**config.mk**
```make
export PLATFORM = sky130hd
export DESIGN_NAME = mano_exec_ctrl
export DESIGN_NICKNAME = d
export VERILOG_FILES = /design/src/rtl/mano_pkg.sv /design/src/rtl/mano_exec_ctrl.sv
export SDC_FILE = /design/constraint.sdc
export NUM_CORES = 1
export LEC_CHECK = 0
export ABC_CLOCK_PERIOD_IN_PS = 2900
export CAP_MARGIN = 20
export CORE_MARGIN = 2
export CORE_UTILIZATION = 42
export CTS_BUF_LIST = sky130_fd_sc_hd__clkbuf_8 sky130_fd_sc_hd__clkbuf_16
export DETAILED_ROUTE_END_ITERATION = 6
export HOLD_SLACK_MARGIN = 0.08
export PLACE_DENSITY = 0.84
export SYNTH_ARGS = -nofsm -noshare
export SYNTH_HDL_FRONTEND = slang
export SYNTH_SLANG_ARGS = --single-unit
```
**constraint.sdc**
```tcl
create_clock -name clk -period 2.9 [get_ports clk]
set_input_delay 0.58 -clock clk [delete_from_list [all_inputs] [get_ports clk]]
set_output_delay 0.58 -clock clk [all_outputs]
set_load 0.1 [all_outputs]
```
**src/rtl/mano_pkg.sv**
```systemverilog
// Shared constants for the accumulator execution controller:
// opcode values, FSM state encoding and the fixed data width.
package mano_pkg;

    localparam int DATA_W = 8;

    localparam logic [2:0] OP_AND = 3'd0;
    localparam logic [2:0] OP_ADD = 3'd1;
    localparam logic [2:0] OP_LDA = 3'd2;
    localparam logic [2:0] OP_STA = 3'd3;
    localparam logic [2:0] OP_CMA = 3'd4;
    localparam logic [2:0] OP_CLA = 3'd5;
    localparam logic [2:0] OP_CLE = 3'd6;
    localparam logic [2:0] OP_CME = 3'd7;

    typedef enum logic [2:0] {
        S_IDLE    = 3'd0,
        S_RD_REQ  = 3'd1,
        S_RD_WAIT = 3'd2,
        S_EXEC    = 3'd3,
        S_WR_REQ  = 3'd4
    } state_t;

endpackage

```
**src/rtl/mano_exec_ctrl.sv**
```systemverilog
// Sequencer for the 8-bit accumulator ALU: takes one instruction,
// fetches its operand into DR, fires one ALU select, retires to AC/E.
module mano_exec_ctrl
    import mano_pkg::*;
#(
    parameter int ADDR_W = 8
) (
    input  logic              clk,
    input  logic              rst_n,
    input  logic              instr_valid,
    output logic              instr_ready,
    input  logic [2:0]        instr_op,
    input  logic [ADDR_W-1:0] instr_addr,
    output logic              mem_rd_req,
    input  logic              mem_rd_gnt,
    input  logic              mem_rd_valid,
    input  logic [DATA_W-1:0] mem_rd_data,
    output logic              mem_wr_req,
    input  logic              mem_wr_gnt,
    output logic [ADDR_W-1:0] mem_addr,
    output logic [DATA_W-1:0] mem_wr_data,
    output logic              alu_and,
    output logic              alu_add,
    output logic              alu_lda,
    output logic              alu_com,
    output logic [DATA_W-1:0] alu_ac,
    output logic [DATA_W-1:0] alu_dr,
    input  logic [DATA_W-1:0] alu_acdata,
    input  logic              alu_cout,
    output logic              e_flag,
    output logic              busy,
    output logic              done
);

    state_t              r_state;
    logic [2:0]          r_op;
    logic [ADDR_W-1:0]   r_addr;
    logic [DATA_W-1:0]   r_ac;
    logic [DATA_W-1:0]   r_dr;
    logic                r_e;
    logic                r_done;
    logic                w_exec;

    assign w_exec      = (r_state == S_EXEC);
    assign instr_ready = (r_state == S_IDLE);
    assign busy        = (r_state != S_IDLE);
    assign mem_rd_req  = (r_state == S_RD_REQ);
    assign mem_wr_req  = (r_state == S_WR_REQ);
    assign mem_addr    = r_addr;
    assign mem_wr_data = r_ac;
    assign alu_ac      = r_ac;
    assign alu_dr      = r_dr;
    assign e_flag      = r_e;
    assign done        = r_done;

    assign alu_and = w_exec && (r_op == OP_AND);
    assign alu_add = w_exec && (r_op == OP_ADD);
    assign alu_lda = w_exec && (r_op == OP_LDA);
    assign alu_com = w_exec && (r_op == OP_CMA);

    always_ff @(posedge clk or negedge rst_n) begin
        if (!rst_n) begin
            r_state <= S_IDLE;
            r_op    <= OP_AND;
            r_addr  <= '0;
            r_ac    <= '0;
            r_dr    <= '0;
            r_e     <= 1'b0;
            r_done  <= 1'b0;
        end else begin
            r_done <= 1'b0;
            unique case (r_state)
                S_IDLE: begin
                    if (instr_valid) begin
                        r_op   <= instr_op;
                        r_addr <= instr_addr;
                        if (instr_op == OP_STA)
                            r_state <= S_WR_REQ;
                        else if (instr_op[2])
                            r_state <= S_EXEC;
                        else
                            r_state <= S_RD_REQ;
                    end
                end
                S_RD_REQ: begin
                    if (mem_rd_gnt)
                        r_state <= S_RD_WAIT;
                end
                S_RD_WAIT: begin
                    if (mem_rd_valid) begin
                        r_dr    <= mem_rd_data;
                        r_state <= S_EXEC;
                    end
                end
                S_EXEC: begin
                    // CLA relies on the ALU driving zero with no select
                    unique case (r_op)
                        OP_AND, OP_LDA, OP_CMA, OP_CLA: r_ac <= alu_acdata;
                        OP_ADD: begin
                            r_ac <= alu_acdata;
                            r_e  <= alu_cout;
                        end
                        OP_CLE:  r_e <= 1'b0;
                        OP_CME:  r_e <= ~r_e;
                        default: r_ac <= r_ac;
                    endcase
                    r_done  <= 1'b1;
                    r_state <= S_IDLE;
                end
                S_WR_REQ: begin
                    if (mem_wr_gnt) begin
                        r_done  <= 1'b1;
                        r_state <= S_IDLE;
                    end
                end
                default: r_state <= S_IDLE;
            endcase
        end
    end

endmodule

```
==> flow_summary.json, run 1 <==
{
  "start_util": 0.441,
  "ys_ff_latch": 32,
  "dpl_cell_area_um2": 2200,
  "whs_ns": 0.505,
  "worst_hold_path_type": "reg -> reg",
  "htreeDepth": 2,
  "areaGrowthSynthToFinish_pct": 53.5,
  "synth_area_leaders": "dfrtp_1 (54%), mux2_2 (13%), mux2_4 (10%)",
  "wirelength_um": 3180,
  "outcome": "finished, final reports clean",
  "port_buffers": 75,
  "final-hold-violation-count": 0,
  "cts_sinks": 32,
  "num_rows": 21,
  "clk_pin_slew_worst_paths_ns": 0.06,
  "place_congestion": 0.778,
  "grt_pass1_wl_um": 5350,
  "r2r_slack_ns": 1.02,
  "post_cts_resized": 0,
  "rsz0062_at_grt": "false",
  "via_per_inst": 4.88,
  "period_needed_ns": 2.51,
  "syn_avg_cell_area_um2": 13.7,
  "finalSetupViolCount": 0,
  "fmax_ghz": 0.398,
  "drv_cap": 0,
  "drive_above_1_share": 0.489,
  "critPathRequiredTime_ns": 2.32,
  "nFillCells": 258,
  "fin_tns_setup_ns": 0,
  "syn_nets": 143,
  "grt_pass1_vias": 1149,
  "drt_drc_violations_left": 0,
  "n_antenna_cell": 0,
  "drtIter0Drc": 12,
  "clk_latency_ns": 0.27,
  "cts-root-buf": "clkbuf_8",
  "clock_skew_ns": 0.00250,
  "startpoint_type": "flop",
  "relSlewSlack": 0.671,
  "syn_area_um2": 1490,
  "post_cts_buffers": 0,
  "die_width_um": 63.6,
  "final_area_um2": 2290,
  "dieHeight_um": 63.6,
  "coreArea_um2": 3390,
  "clock_path_buffers": 2,
  "grt_overflow": 0,
  "worstPathArrival_ns": 1.93,
  "report.final.slew_viol_count": 0,
  "drt-wirelength-per-cell_um": 14.0,
  "grt.total_usage": 0.174,
  "hold_buffers": 0,
  "ys_seq_area_frac": 0.536,
  "critical_path_class": "reg -> out",
  "synthCells": 109,
  "yosysTopAreaCellShare": 0.536,
  "cts_tree": "yes",
  "fin_nets": 213,
  "yosysUniqueCellTypes": 32,
  "grt_max_degree": 33,
  "cts_buffers": 5,
  "min_period_over_period": 0.866,
  "placement.setup.worst_slack_ns": 0.718,
  "yosys.area.top_type": "dfrtp_1",
  "drt-pass1-iter-count": 4,
  "pin_count": 76,
  "die_area_um2": 4050,
  "end_kind": "output pin",
  "setup_ws_ns": 0.388,
  "tightest_slew_ns": 0.493,
  "vias": 1103,
  "post-dp-hpwl_um": 2420,
  "crit_path_max_fanout": 10,
  "ys_warn_count": 0,
  "ant_nets": 0,
  "antenna_found_initial": 0
}
==> synth_stat cells <==
master	number
nand2_1	3
nand3b_1	1
buf_6	1
a21o_1	1
or3_4	1
nor4b_1	2
buf_2	3
or2_2	1
buf_12	1
inv_2	1
a21oi_1	1
buf_4	8
mux2_2	17
nor4_1	2
o22a_1	1
a22o_1	1
and2_4	1
nor4bb_1	2
mux2_4	10
nand3_1	1
or3b_2	1
nand2b_1	2
clkbuf_1	1
nor3_1	3
o21ai_0	1
o221ai_1	1
inv_1	2
mux2i_1	1
nor2_1	2
and4b_1	1
dfrtp_1	32
nor3b_1	3
==> layer usage <==
metal  up-vias  track usage  routed length (µm)
li1        521            -                   -
met1       532        0.210                1270
met2        45        0.292                1650
met3         5       0.0393                 205
met4         0       0.0815                  48
met5         -            0                   0
==> metrics by stage <==
| stage | cells | utilization |
|---|---|---|
| final | 226 | 0.677 |
| after global routing | 226 | 0.677 |
| after CTS | 226 | 0.677 |
| after detailed placement | 218 | 0.650 |
| after global placement | 218 | 0.650 |
| after floorplan | 109 | - |
==> cells in the final DEF, fill, tap and decap left out, types with 3 or more instances in the layout <==
| cell | n |
|---|---|
| buf_4 | 40 |
| inv_1 | 4 |
| clkbuf_8 | 6 |
| mux2_2 | 17 |
| clkdlybuf4s50_1 | 33 |
| mux2_4 | 10 |
| dfrtp_1 | 32 |
| nand2_1 | 3 |
| buf_12 | 4 |
==> state kept, by name (all words and copies together), names as in the netlist <==
signal / cells
alu_ac: 8
alu_dr: 8
mem_addr: 8
r_op: 3
r_state: 3
done: 1
e_flag: 1
==> path summary, 6_finish.rpt <==
check | startpoint | endpoint | cells after the start
worst min-delay path | alu_dr[4] | alu_dr[4] | 1
worst min register to register | alu_dr[4] | alu_dr[4] | 1
worst max-delay path | r_state[1] | alu_com | 3
worst max register to register | r_state[1] | alu_ac[2] | 3
min in group asynchronous | rst_n | mem_addr[4] | 2
max in group asynchronous | rst_n | alu_dr[0] | 2
==> final cells by class <==
class / instances / area (µm²) / area share
Clock buffer: 6 / 82.6 / 0.0360
Multi-Input combinational cell: 60 / 623 / 0.272
Tap cell: 46 / 57.6 / 0.0251
Inverter: 3 / 11.3 / 0.00491
Clock inverter: 2 / 7.51 / 0.00327
Sequential cell: 32 / 801 / 0.349
Timing Repair Buffer: 77 / 711 / 0.310
==> cell families after synthesis <==
group,count (synthesis),synth area share
and+or+nand+nor,26,0.118
buffers and inverters,17,0.0812
DFF,32,0.536
muxes,28,0.235
AOI/OAI and AO/OA,6,0.0293
==> critical path, cell delays in order, from the launching register on <==
cell and delay [ns]:
dfrtp_1 0.54, nand3b_1 0.42, nor4b_2 0.47, buf_12 0.22
Power of run 1 is left out: the tool's default activity adds up to more than one toggle a clock period on the data nets, which glitch-free logic cannot reach.
==> run 2, diff against run 1 <==
- ABC_CLOCK_PERIOD_IN_PS: 2900 -> 2820
- CAP_MARGIN: 20 -> 25
- CORE_UTILIZATION: 42 -> 39
- PLACE_DENSITY: 0.84 -> unset
- PLACE_DENSITY_LB_ADDON: unset -> 0.2
- clock period: 2.9 -> 2.82 ns (I/O delays scaled with it)
==> flow_summary.json, run 2 (synthesis gave the netlist of run 1 again) <==
{
  "drt-wirelength-per-cell_um": 14.1,
  "ant_nets": 0,
  "htreeDepth": 2,
  "holdPathStages": 1,
  "critPathRequiredTime_ns": 2.26,
  "areaGrowthSynthToFinish_pct": 53.9,
  "report.final.slew_viol_count": 0,
  "period_needed_ns": 2.48,
  "drt_drc_violations_left": 0,
  "whs_ns": 0.506,
  "wl_met1_um": 1390,
  "clk_latency_ns": 0.28,
  "die_area_um2": 4340,
  "crit_chain": "nand3b_1, nor4b_2, buf_12",
  "cts-root-buf": "clkbuf_8",
  "die_width_um": 65.9,
  "hold_buffers": 0,
  "wirelength_um": 3220,
  "hp-start": "alu_dr[3]",
  "grt_overflow": 0,
  "startpoint_type": "flop",
  "antenna_found_initial": 0,
  "post_cts_buffers": 0,
  "path_buf_inv": 1,
  "grt_pass1_wl_um": 5420,
  "drive_above_1_share": 0.500,
  "pin_count": 76,
  "tightest_slew_ns": 0.483,
  "min_period_over_period": 0.879,
  "relSlewSlack": 0.677,
  "cts_sinks": 32,
  "whs_endpoint": "alu_dr[3]",
  "drtIter0Drc": 48,
  "place_congestion": 0.780,
  "worst_hold_path_type": "reg -> reg",
  "grt_pass1_vias": 1115,
  "r2r_cells": 3,
  "crit_path_max_fanout": 10,
  "reg2reg_to": "alu_ac[3]",
  "clock_path_buffers": 2,
  "worstPathArrival_ns": 1.91,
  "clk_pin_slew_worst_paths_ns": 0.06,
  "top_layer_used": "met4",
  "fmax_ghz": 0.403,
  "drt-pass1-iter-count": 4,
  "met2WireLength_um": 1530,
  "grt.total_usage": 0.164,
  "fin_nets": 213,
  "rsz0062_at_grt": "false",
  "final_cell_mix": "buf_4 (40), clkdlybuf4s50_1 (33), dfrtp_1 (32)",
  "slowest_delay_ns": 0.54,
  "crit_slowest_cell": "dfrtp_1",
  "crit_family": "simple AND/OR/NAND/NOR gates",
  "critical_path_class": "reg -> out",
  "r2r_slack_ns": 0.96,
  "start_util": 0.408,
  "finalSetupViolCount": 0,
  "via_per_inst": 4.76,
  "cts_buffers": 5,
  "dieHeight_um": 65.9,
  "n_antenna_cell": 0,
  "end_kind": "output pin",
  "grt_max_degree": 33,
  "r2r_start": "r_state[1]",
  "port_buffers": 75,
  "vias": 1085,
  "met3_length_um": 280,
  "final_common_cell": "buf_4",
  "cts_tree": "yes",
  "coreArea_um2": 3660,
  "drv_cap": 0,
  "clock_skew_ns": 0.00712,
  "num_rows": 22,
  "outcome": "finished, final reports clean",
  "final-hold-violation-count": 0,
  "post-dp-hpwl_um": 2360,
  "post_cts_resized": 0
}
[run 2: cell count changes in the layout (fill, tap and decap cells not counted), sizes merged]
cell    before  now
clkinv       0    2
inv          5    3
[run 2: layout make-up]
cell class / count / area (µm²)
clock inverters: 2 / 10.0
flip-flops and latches: 32 / 801
well taps: 48 / 60.1
repair buffers: 77 / 711
multi-input cells: 60 / 623
inverters: 3 / 11.3
clock buffers: 6 / 82.6
fillers: 303 / 1360
[run 2: metal layers]
metal	up-vias	track usage
met5	-	0
met4	0	0.0547
met3	2	0.0596
met2	50	0.250
met1	518	0.216
li1	515	-
[run 2: how the worst max path moves through the flow]
stage | start | end | slack [ns] | cells past startpoint
2_1_floorplan | r_state[2] | alu_com | -0.35 | 2
3_3_place_gp | r_state[1] | alu_com | 0.70 | 3
3_5_place_dp | r_state[1] | alu_com | 0.65 | 3
4_1_cts | r_state[1] | alu_com | 0.33 | 3
5_1_grt | r_state[1] | alu_com | 0.20 | 3
6_report | r_state[1] | alu_com | 0.34 | 3
[run 2: stage by stage]
stage	setup TNS [ns]	util	area, µm²	instances	worst slack, ns
6_report	0	0.628	2300	228	0.341
5_1_grt	0	0.628	2300	228	0.199
4_1_cts	0	0.628	2300	228	0.330
3_5_place_dp	0	0.603	2210	220	0.654
3_3_place_gp	0	0.603	2210	220	0.703
2_1_floorplan	-0.351	-	1550	109	-0.351
Power of run 2 is left out for the same reason.
==> run 3, diff against run 2 <==
- CELL_PAD_IN_SITES_DETAIL_PLACEMENT: unset -> 0
- CELL_PAD_IN_SITES_GLOBAL_PLACEMENT: unset -> 2
- CORE_UTILIZATION: 39 -> 24
- CTS_CLUSTER_DIAMETER: unset -> 200
- GPL_ROUTABILITY_DRIVEN: unset -> 0
==> flow_summary.json, run 3 (synthesis gave the netlist of run 1 again) <==
{
  "coreArea_um2": 5960,
  "reg2reg_to": "alu_ac[4]",
  "drive_above_1_share": 0.506,
  "final_common_cell": "buf_4",
  "fin_tns_setup_ns": 0,
  "final_area_um2": 2360,
  "r2r_slack_ns": 0.91,
  "met1_usage": 0.122,
  "via_per_inst": 4.31,
  "dpl_cell_area_um2": 2250,
  "drt-wirelength-per-cell_um": 13.8,
  "drv_cap": 0,
  "die_area_um2": 6870,
  "die_width_um": 82.9,
  "outcome": "finished, final reports clean",
  "relSlewSlack": 0.671,
  "grt_max_degree": 33,
  "multi_input_area_um2": 629,
  "critPathRequiredTime_ns": 2.26,
  "tightest_slew_ns": 0.492,
  "clock_skew_ns": 0.00731,
  "grt_pass1_vias": 1113,
  "use_met2": 0.180,
  "areaGrowthSynthToFinish_pct": 57.8,
  "start_util": 0.251,
  "startpoint_type": "flop",
  "worstPathArrival_ns": 1.93,
  "port_buffers": 75,
  "clk_pin_slew_worst_paths_ns": 0.07,
  "finalNonFillerCells": 255,
  "grt_use_met3": 0.0417,
  "nFillCells": 574,
  "final_cell_mix": "buf_4 (40), clkdlybuf4s50_1 (33), dfrtp_1 (32)",
  "dieHeight_um": 82.9,
  "crit_path_max_fanout": 10,
  "period_needed_ns": 2.50,
  "critical_path_class": "reg -> out",
  "whs_ns": 0.511,
  "num_rows": 28,
  "r2r_cells": 3,
  "post_cts_buffers": 0,
  "seq_area_um2": 801,
  "slowest_delay_ns": 0.54,
  "drt-pass1-iter-count": 4,
  "clock_path_buffers": 2,
  "end_kind": "output pin",
  "cts_sinks": 32,
  "crit_slowest_cell": "dfrtp_1",
  "dp.cells": 247,
  "clk_latency_ns": 0.28,
  "cts_buffers": 5,
  "n_antenna_cell": 0,
  "rsz0062_at_grt": "false",
  "final-hold-violation-count": 0,
  "vias": 1099,
  "drtIter0Drc": 45,
  "r2r_start": "r_state[1]",
  "holdPathStages": 1,
  "ant_nets": 0,
  "post_cts_resized": 0,
  "grt.total_usage": 0.106,
  "fmax_ghz": 0.400,
  "hold_buffers": 0,
  "cts_tree": "yes",
  "grt.busiest_layer": "met2",
  "whs_endpoint": "alu_dr[2]",
  "min_period_over_period": 0.886,
  "drt_drc_violations_left": 0,
  "worst_hold_path_type": "reg -> reg",
  "crit_chain": "nand3b_1, nor4b_2, buf_12",
  "pin_count": 76,
  "htreeDepth": 2,
  "finalSetupViolCount": 0,
  "grt_pass1_wl_um": 5790,
  "crit_start": "r_state[1]",
  "hp-start": "alu_dr[2]",
  "grt_overflow": 0,
  "post-dp-hpwl_um": 2630,
  "fin_nets": 213,
  "report.final.slew_viol_count": 0,
  "wirelength_um": 3510,
  "cts-root-buf": "clkbuf_8",
  "antenna_found_initial": 0
}
-- run 3: changes by cell type in the layout (fill, tap and decap cells not counted), sizes merged --
cell and change:
bufinv +1, clkbuf -1, clkinv -1, clkinvlp +1
-- run 3: worst max path at each step --
stage	end	slack (ns)	depth (start not counted)
floorplan	alu_com	-0.35	2
detailed placement	alu_com	0.61	3
CTS	alu_com	0.27	3
global placement	alu_com	0.67	3
global route	alu_com	0.13	3
finish	alu_com	0.32	3
-- run 3: through the flow --
stage	setup WS [ns]	utilization
floorplan	-0.351	-
global placement	0.674	0.377
detailed placement	0.606	0.377
CTS	0.274	0.396
global route	0.130	0.396
finish	0.322	0.396
-- run 3: layout make-up --
type,instances,area share
clock buffer,5,0.0292
timing repair buffer,77,0.301
clock inverter,3,0.0180
tap,75,0.0398
multi-input combinational,60,0.267
inverter,3,0.00478
sequential,32,0.340
-- run 3: layer usage --
metal,vias up,share of wire
met1,532,0.40
met4,0,0.013
met3,6,0.076
met5,-,0
met2,48,0.51
li1,513,-
-- run 3: critical path: cells and delay by family (launching register included) --
kind / cells / cell delay [ns]
buffers and inverters: 1 / 0.22
DFF: 1 / 0.54
and+or+nand+nor: 2 / 0.89
Power of run 3 is left out for the same reason.
